**src/rtl/alu_carry_ctrl.sv**
```systemverilog
// alu_carry_ctrl: per-channel adder carry-in selector with the processor C flag
// and one chain-carry register per channel for multi-byte operations.
// Optional feature macro: ALU_CARRY_DEC_EN adds the decimal-mode carry path
// (dec_mode / dec_cout) into the C flag load.
module alu_carry_ctrl #(
   parameter int   NCH   = 2,
   parameter logic C_RST = 1'b0
) (
   input  logic             clk,
   input  logic             rst,
   input  logic [2*NCH-1:0] mux_code,
   input  logic [NCH-1:0]   cout,
   input  logic [NCH-1:0]   cap_en,
   input  logic             chain_clr,
   input  logic             c_we,
   input  logic [1:0]       c_src,
   input  logic             db_c,
   input  logic             err_clr,
`ifdef ALU_CARRY_DEC_EN
   input  logic             dec_mode,
   input  logic             dec_cout,
`endif
   output logic [NCH-1:0]   cin_out,
   output logic             c_flag,
   output logic [NCH-1:0]   chain_vld,
   output logic             chain_err
);

   localparam logic [1:0] SEL_CHAIN = 2'b00;
   localparam logic [1:0] SEL_ZERO  = 2'b01;
   localparam logic [1:0] SEL_ONE   = 2'b10;

   logic [NCH-1:0] chain;
   logic [NCH-1:0] chain_rd;
   logic           bad_rd;
   logic           c_next;
   logic           c_alu;

   // Carry-in mux per channel; sources are registers only so no cout->cin path exists.
   always_comb begin
      cin_out  = '0;
      chain_rd = '0;
      for (int i = 0; i < NCH; i++) begin
         chain_rd[i] = (mux_code[2*i +: 2] == SEL_CHAIN);
         case (mux_code[2*i +: 2])
            SEL_CHAIN: cin_out[i] = chain[i];
            SEL_ZERO:  cin_out[i] = 1'b0;
            SEL_ONE:   cin_out[i] = 1'b1;
            default:   cin_out[i] = c_flag;
         endcase
      end
      bad_rd = |(chain_rd & ~chain_vld);
   end

   // Adder-side carry for the C flag: BCD-adjusted carry replaces cout[0] in decimal mode.
`ifdef ALU_CARRY_DEC_EN
   always_comb begin
      c_alu = dec_mode ? dec_cout : cout[0];
   end
`else
   always_comb begin
      c_alu = cout[0];
   end
`endif

   // C flag load source select.
   always_comb begin
      c_next = c_flag;
      case (c_src)
         2'b00:   c_next = c_alu;
         2'b01:   c_next = db_c;
         2'b10:   c_next = 1'b0;
         default: c_next = 1'b1;
      endcase
   end

   // Chain registers: clear beats capture, capture beats consume; a capture in the
   // same cycle as a CHAIN read leaves the new value valid (read used the old one).
   always_ff @(posedge clk) begin
      if (rst) begin
         chain     <= '0;
         chain_vld <= '0;
      end else begin
         for (int i = 0; i < NCH; i++) begin
            if (chain_clr) begin
               chain[i]     <= 1'b0;
               chain_vld[i] <= 1'b0;
            end else if (cap_en[i]) begin
               chain[i]     <= cout[i];
               chain_vld[i] <= 1'b1;
            end else if (chain_rd[i]) begin
               chain_vld[i] <= 1'b0;
            end
         end
      end
   end

   // Sticky error on a CHAIN read of an empty register; a new error beats err_clr.
   always_ff @(posedge clk) begin
      if (rst) begin
         chain_err <= 1'b0;
      end else if (bad_rd) begin
         chain_err <= 1'b1;
      end else if (err_clr) begin
         chain_err <= 1'b0;
      end
   end

   // Processor C flag register.
   always_ff @(posedge clk) begin
      if (rst) begin
         c_flag <= C_RST;
      end else if (c_we) begin
         c_flag <= c_next;
      end
   end

endmodule

```
**config.mk**
```make
export PLATFORM = sky130hd
export DESIGN_NAME = alu_carry_ctrl
export DESIGN_NICKNAME = d
export VERILOG_FILES = /design/src/rtl/alu_carry_ctrl.sv
export SDC_FILE = /design/constraint.sdc
export NUM_CORES = 1
export LEC_CHECK = 0
export ABC_CLOCK_PERIOD_IN_PS = 1200
export CAP_MARGIN = 10
export CORE_AREA = 2 2 39 41
export CTS_CLUSTER_DIAMETER = 150
export DETAILED_ROUTE_END_ITERATION = 16
export DIE_AREA = 0 0 41 43
export PLACE_DENSITY = 0.6
export SKIP_CTS_REPAIR_TIMING = 1
export SLEW_MARGIN = 20
export SYNTH_ARGS = -nofsm -noshare
export SYNTH_HDL_FRONTEND = slang
export SYNTH_SLANG_ARGS = --single-unit
```
**constraint.sdc**
```tcl
create_clock -name clk -period 1.2 [get_ports clk]
set_clock_uncertainty 0.1 [all_clocks]
set_input_delay 0.36 -clock clk [delete_from_list [all_inputs] [get_ports clk]]
set_output_delay 0.36 -clock clk [all_outputs]
set_load 0.005 [all_outputs]
```
==> out/summary.md, run 1 <==
The run finished, with violations left. The checks that failed: negative setup slack. The worst setup margin came out at -0.236 ns. Setup total negative slack on the finished layout was measured at -0.497 ns. The tools report the area of the die as 1760 µm².

The number of antenna violations at the first check in global routing is 0. The floorplan step set the die height to 43 µm. The starting density of the core was 0.196; the number of flops mapped to enable cells by yosys was 0. Share of final-layout standard cells stronger than drive strength 1: 0.258. In this run the cell area of the synthesized design comes to 272 µm².

The region available for standard cell placement spans 1380 µm². Once placement completed, the tool counted placed cells totaling 75. The path type of the worst min-delay path was in2reg. Setup violations remaining at the end of the flow were counted as 3.

The endpoint class of the critical path was an output pin. When the netlist entered floorplanning its net count stood at 46. In the final routed layout, each cell accounts on average for 9.63 µm.

The leakage power summed over all cells is 0.368 nW, and the post-detailed-route DRC marker count is 0. The minimum clock period is 1.44 ns. The remaining global-route overflow was 0.

After synthesis, the most frequently instantiated cells are sky130_fd_sc_hd__dfxtp_1, sky130_fd_sc_hd__inv_1, sky130_fd_sc_hd__nand2b_1, sky130_fd_sc_hd__o21ai_0. Counting along the longest clock path gives a buffer depth of 2. Synthesis-to-layout area growth: 126%. IR analysis of the VDD net gives a maximum drop of 0.630 mV. The number of antenna diodes in the final layout is 0. 22 I/O pins were placed. Classification of the worst setup path: reg2out. Setup repair after global routing could not meet its margin everywhere.

The proportion of synthesized flip-flops having asynchronous set or reset came out at 0. Across the run, the number of max-cap violations was 0. Post-route antenna net violation count: 0. The most common cell in the netlist is sky130_fd_sc_hd__dfxtp_1.

In this run, CTS created clock tree buffers numbering 3. The worst setup path is launched from a flop. The share of the clock period used by the worst path works out to 1.20. For this run, the leading register cell type out of synthesis is sky130_fd_sc_hd__dfxtp_1.

STA puts the critical path data arrival time at 0.98 ns. The maximum clock frequency came out at 696 MHz. The tree built by TritonCTS fans out to 6 sinks. The fraction of post-synthesis cell area in the top cell type by area works out to 0.442. The count of buffers added on input and output ports is 21.

The pre-antenna-repair detailed-routing pass consisted of 3 iterations. For this run, the number of Yosys warnings is 0. Data on the critical path is required at its endpoint by 0.74 ns.

For the number of DRC markers in iteration 0, the log shows 1. TritonCTS built the clock tree. The post-synthesis sequential element count is 6, and the total via count in the routed design is 337.

Total length of routed wires: 751 µm. The synthesized instance count came out at 30. For the total count of hold-check failures in the final report, the log shows 0. The tools report the headroom to the max-slew limit as 0.838. The floorplan has 14 rows.

The insertion delay to the later sink of the worst-skew pair is 0.24 ns, and the via count of the first global-routing pass is 331. The transition time at the pin with the least slew margin came out at 0.242 ns. By area the synthesized netlist is led by sky130_fd_sc_hd__dfxtp_1, sky130_fd_sc_hd__mux2i_1, sky130_fd_sc_hd__nand2b_1. Dividing the detail-routed via count by the number of cells gives 4.32. The worst-path maximum fanout came out at 3. Fill cells in the final layout number 143.

The sequential element share of the synthesized area was 0.442. The weighted congestion reported at the end of routability-driven placement is 0.608. The number of H-tree branching levels is 1, and the average cell area after synthesis is 9.05 µm². The horizontal die dimension was 41 µm. The count of cells in the finished layout, fillers not included, comes to 78.

The run gives 598 µm as the detailed placement HPWL. The final-report max-slew violation count is 0. In this run the clock root is driven by a sky130_fd_sc_hd__clkbuf_4. The biggest area contributor in the post-synthesis netlist is sky130_fd_sc_hd__dfxtp_1.

The final layout contains 80 nets. The netlist uses 13 different library cells. The run gives 0.333 ns as the worst hold slack across all endpoints. Entering global routing, the biggest net connects 7 pins. The global-route usage over all layers was 0.107.

Clock-pin slew was measured on the worst setup and hold paths at 0.04 ns. The first global-routing pass estimated 1240 µm of wire. Dividing total power by cell area gives a power density of 863 nW/µm².
[sequential cells by signal, indices dropped and copies added, names as in the netlist]
| register | flops |
|---|---|
| chain_vld | 2 |
| chain_err | 1 |
| chain | 2 |
| c_flag | 1 |
[worst paths after layout]
| kind | depth (start not counted) | end | slack (ns) | from |
|---|---|---|---|---|
| worst max-delay path | 3 | cin_out[0] | -0.24 | c_flag |
| worst min-delay path | 3 | c_flag | 0.33 | c_src[1] |
| worst max register to register | 3 | chain_err | 0.10 | chain_vld[1] |
| worst min register to register | 2 | chain_err | 0.40 | chain_err |
[critical path, stage by stage (launching register included)]
cell and delay [ns]:
sky130_fd_sc_hd__dfxtp_2 0.33, sky130_fd_sc_hd__nand2b_1 0.13, sky130_fd_sc_hd__a22o_1 0.17, sky130_fd_sc_hd__clkbuf_2 0.10
[cell families (layout without fill, tap and decap cells)]
logic type / Yosys count / in the layout / share of synthesized area
AOI/OAI and AO/OA: 9 / 9 / 0.230
and+or+nand+nor: 9 / 9 / 0.198
DFF: 6 / 6 / 0.442
buffers and inverters: 4 / 36 / 0.0553
muxes: 2 / 2 / 0.0737
[placed cells by master (no fill, tap or decap), types with 2 or more instances in the layout]
master / netlist / final
sky130_fd_sc_hd__dlymetal6s2s_1: 0 / 10
sky130_fd_sc_hd__clkdlybuf4s50_1: 0 / 8
sky130_fd_sc_hd__buf_4: 0 / 7
sky130_fd_sc_hd__dfxtp_1: 6 / 5
sky130_fd_sc_hd__inv_1: 4 / 4
sky130_fd_sc_hd__o21ai_0: 3 / 3
sky130_fd_sc_hd__clkbuf_4: 0 / 3
sky130_fd_sc_hd__a22o_1: 2 / 2
sky130_fd_sc_hd__nand2b_1: 3 / 2
sky130_fd_sc_hd__or3_1: 2 / 2
sky130_fd_sc_hd__a211oi_1: 2 / 2
sky130_fd_sc_hd__mux2i_1: 2 / 2
sky130_fd_sc_hd__nor3_1: 2 / 2
sky130_fd_sc_hd__buf_6: 0 / 2
sky130_fd_sc_hd__clkbuf_2: 0 / 2
[report_power, final]
group          switching [W]  leakage [nW]  internal, W
sequential        0.00000601        0.0497     0.000211
combinational      0.0000397         0.305    0.0000931
clock              0.0000666        0.0138     0.000113
total               0.000112         0.368     0.000417
[stage by stage]
stage	util	instance area, µm²	setup slack [ns]	power, W
6_report	0.443	613	-0.236	0.000529
5_1_grt	0.443	613	-0.296	0.000569
4_1_cts	0.422	584	-0.817	0.000544
3_5_place_dp	0.406	562	-0.817	0.000358
3_3_place_gp	0.406	562	-0.818	0.000356
2_1_floorplan	-	272	0.0634	0.000249
[layer usage]
layer,GRT usage,share of wire
met3,0.0942,0.12
met2,0.150,0.51
met1,0.119,0.37
met5,0,0
met4,0.0200,0
[final cells by class]
| class | instances | area (µm²) | area share |
|---|---|---|---|
| Clock buffer | 3 | 22.5 | 0.0367 |
| Timing Repair Buffer | 29 | 290 | 0.473 |
| Sequential cell | 6 | 121 | 0.198 |
| Tap cell | 16 | 20.0 | 0.0327 |
| Multi-Input combinational cell | 20 | 144 | 0.235 |
| Inverter | 4 | 15.0 | 0.0245 |
Power figures use the tool's default switching activity.
==> run 2: changes to the inputs <==
--- a/config.mk
+++ b/config.mk
@@ -5,7 +5,7 @@
 export SDC_FILE = /design/constraint.sdc
 export NUM_CORES = 1
 export LEC_CHECK = 0
-export ABC_CLOCK_PERIOD_IN_PS = 1200
+export ABC_CLOCK_PERIOD_IN_PS = 1700
 export CAP_MARGIN = 10
 export CORE_AREA = 2 2 39 41
 export CTS_CLUSTER_DIAMETER = 150
==> constraint.sdc (replaced) <==
create_clock -name clk -period 1.7 [get_ports clk]
set_clock_uncertainty 0.1 [all_clocks]
set_input_delay 0.51 -clock clk [delete_from_list [all_inputs] [get_ports clk]]
set_output_delay 0.51 -clock clk [all_outputs]
set_load 0.005 [all_outputs]
==> run 2 against run 1 <==
  * The flow now finishes without violations
  * Core utilization shrank 2.4 points
  * Sequential power shrank 29%
  * Hold slack gained 0.063 ns
  * Clock-buffer cell count is the same
  * First-iteration DRC count grew 100%
  * Routed wire length shrank 7.9%
  * Non-clock buffer count shrank 2
==> out/summary.md, run 2 (synthesis gave the netlist of run 1 again) <==
The via count of the first global-routing pass was 307; the minimum clock period was 1.62 ns. Starting density of the core: 0.196. The count of maximum capacitance violations was 0. STA puts the critical path data arrival time at 1.01 ns. The required time reported for the critical path endpoint is 1.09 ns, and the final number of setup-violating endpoints is 0.

The detailed router finished its first iteration with 2 violations. The tools report the leakage power summed over all cells as 0.344 nW. Path type of the worst min-delay path: reg2reg. The tools report the remaining global-route overflow as 0.

Adding up every negative setup slack in the final design gives 0 ns. The die is 43 µm tall. Leaving out fill and tap cells, the most frequent cell in the layout is sky130_fd_sc_hd__clkdlybuf4s50_1. Leaving out fill and tap cells, the most frequent cells in the layout are sky130_fd_sc_hd__clkdlybuf4s50_1, sky130_fd_sc_hd__dlymetal6s2s_1, sky130_fd_sc_hd__buf_4. Input and output buffers added on the ports amount to 21. The pin count of the biggest net entering global routing was 7. Pin placement for this block handled 22 I/O pins. The first detailed-routing pass took 4 iterations.

Fill cells in the final layout number 153. For the pin with the worst max-slew slack, the measured transition is 0.246 ns. After detailed routing, the number of remaining DRC violations is 0. STA classifies the critical path endpoint as an output pin. The overall power after layout is 0.000372 W, and the number of cell rows is 14.

The number of buffers created by CTS was 3; the number of antenna violations at the first check in global routing was 0. After routing the design area is 581 µm². The clock slew seen by the registers of the worst setup and hold paths is 0.05 ns, and the final-report max-slew violation count is 0. The later pin in the worst-skew pair is clocked with a latency of 0.24 ns.

The internal power is 0.000290 W, and the horizontal die dimension is 41 µm. The clock passes through at most 2 buffers. For the placed instance area, the log shows 547 µm². The worst hold path was traced through 2 stages. The run gives 0.596 as the weighted congestion reported at the end of routability-driven placement.

The worst-path maximum fanout is 3. Share of the clock period used by the worst path: 0.952. Total via count in the routed design: 331. For the combinational power share, the log shows 0.234. The average wire length per cell after detail routing was 9.11 µm. For this design, the sink count on the clock tree is 6. The clock power share is 0.354. Setup repair after global routing left no endpoint under its margin.

On the final layout, the worst hold slack is 0.395 ns. The run gives 618 MHz as the maximum clock frequency. The run gives 0.835 as the headroom to the max-slew limit. By startpoint and endpoint, the worst setup path is classified as reg2out. In the final layout, the registers with the most flip-flops are chain: 2 flops, chain_vld: 2 flops.

The wire length of the first global-routing pass is 1190 µm, and the global-route usage over all layers is 0.106. The final layout contains 78 nets. The share of final-layout standard cells stronger than drive strength 1 came out at 0.200.

Dividing total power by cell area gives a power density of 641 nW/µm². TritonCTS built the clock tree. The flow ran to the end, and the final reports show no timing, DRC or antenna violations. The routed via count divided by cell count was 4.36.

The run gives 0 as the number of antenna diodes. The count of nets left with antenna violations once routing finished came out at 0. STA classifies the critical path startpoint as a flop.

For the total length of routed wires, the log shows 692 µm. Clock tree synthesis selected as its root buffer the cell sky130_fd_sc_hd__clkbuf_4. The synthesis-to-layout area growth was 114%.

Register share of total power: 0.412. The reported net switching power was 0.0000815 W. The worst-case IR drop observed on VDD is 0.411 mV. The fraction of power spent switching nets is 0.219.

The number of cell instances on the worst register-to-register path is 2. The run gives 0 as the total count of hold-check failures in the final report. The tools report the core region area as 1380 µm².

The run gives 1 as the number of H-tree branching levels. The run gives 1760 µm² as the area of the die.
-- run 2: cell types whose count changed in the layout (fill, tap and decap cells not counted) --
cell and delta:
sky130_fd_sc_hd__nand2b_4 -1, sky130_fd_sc_hd__buf_4 -1, sky130_fd_sc_hd__buf_6 -2, sky130_fd_sc_hd__nand2b_1 +1, sky130_fd_sc_hd__dlymetal6s2s_1 -2, sky130_fd_sc_hd__clkdlybuf4s50_1 +3
-- run 2: per-layer routing --
layer	GRT usage	vias up	share of wire
met3	0.0942	0	0.13
met4	0.0400	0	0
li1	-	170	-
met5	0	-	0
met2	0.141	15	0.48
met1	0.117	146	0.39
-- run 2: through the flow --
step / util / instances / setup slack, ns
after global routing: 0.420 / 76 / 0.0125
after CTS: 0.411 / 76 / -0.634
after detailed placement: 0.395 / 73 / -0.632
after floorplan: - / 30 / 0.340
final: 0.420 / 76 / 0.0820
after global placement: 0.395 / 73 / -0.618
-- run 2: power groups by stage --
stage / Sequential, W / Clock [W] / Combinational, W
2_1_floorplan: 0.000156 / 0 / 0.0000205
3_3_place_gp: 0.000155 / 0 / 0.0000934
3_5_place_dp: 0.000156 / 0 / 0.0000943
4_1_cts: 0.000153 / 0.000136 / 0.0000946
5_1_grt: 0.000154 / 0.000154 / 0.0000967
6_report: 0.000153 / 0.000132 / 0.0000871
-- run 2: layout make-up --
type / instances / area [µm²] / share of cell area
timing repair buffer: 27 / 265 / 0.457
multi-input combinational: 20 / 136 / 0.235
sequential: 6 / 121 / 0.209
clock buffer: 3 / 22.5 / 0.0388
tap: 16 / 20.0 / 0.0345
inverter: 4 / 15.0 / 0.0259
-- run 2: path summary, 6_finish.rpt --
check,from,end,slack [ns]
setup / recovery,c_flag,cin_out[0],0.08
hold / removal,chain_err,chain_err,0.40
setup reg to reg,chain_vld[1],chain_err,0.67
hold reg to reg,chain_err,chain_err,0.40
-- run 2: critical path, cell delays in order, from the launching register on --
cell	delay (ns)
sky130_fd_sc_hd__dfxtp_2	0.32
sky130_fd_sc_hd__nand2b_1	0.13
sky130_fd_sc_hd__a22o_1	0.17
sky130_fd_sc_hd__dlymetal6s2s_1	0.14
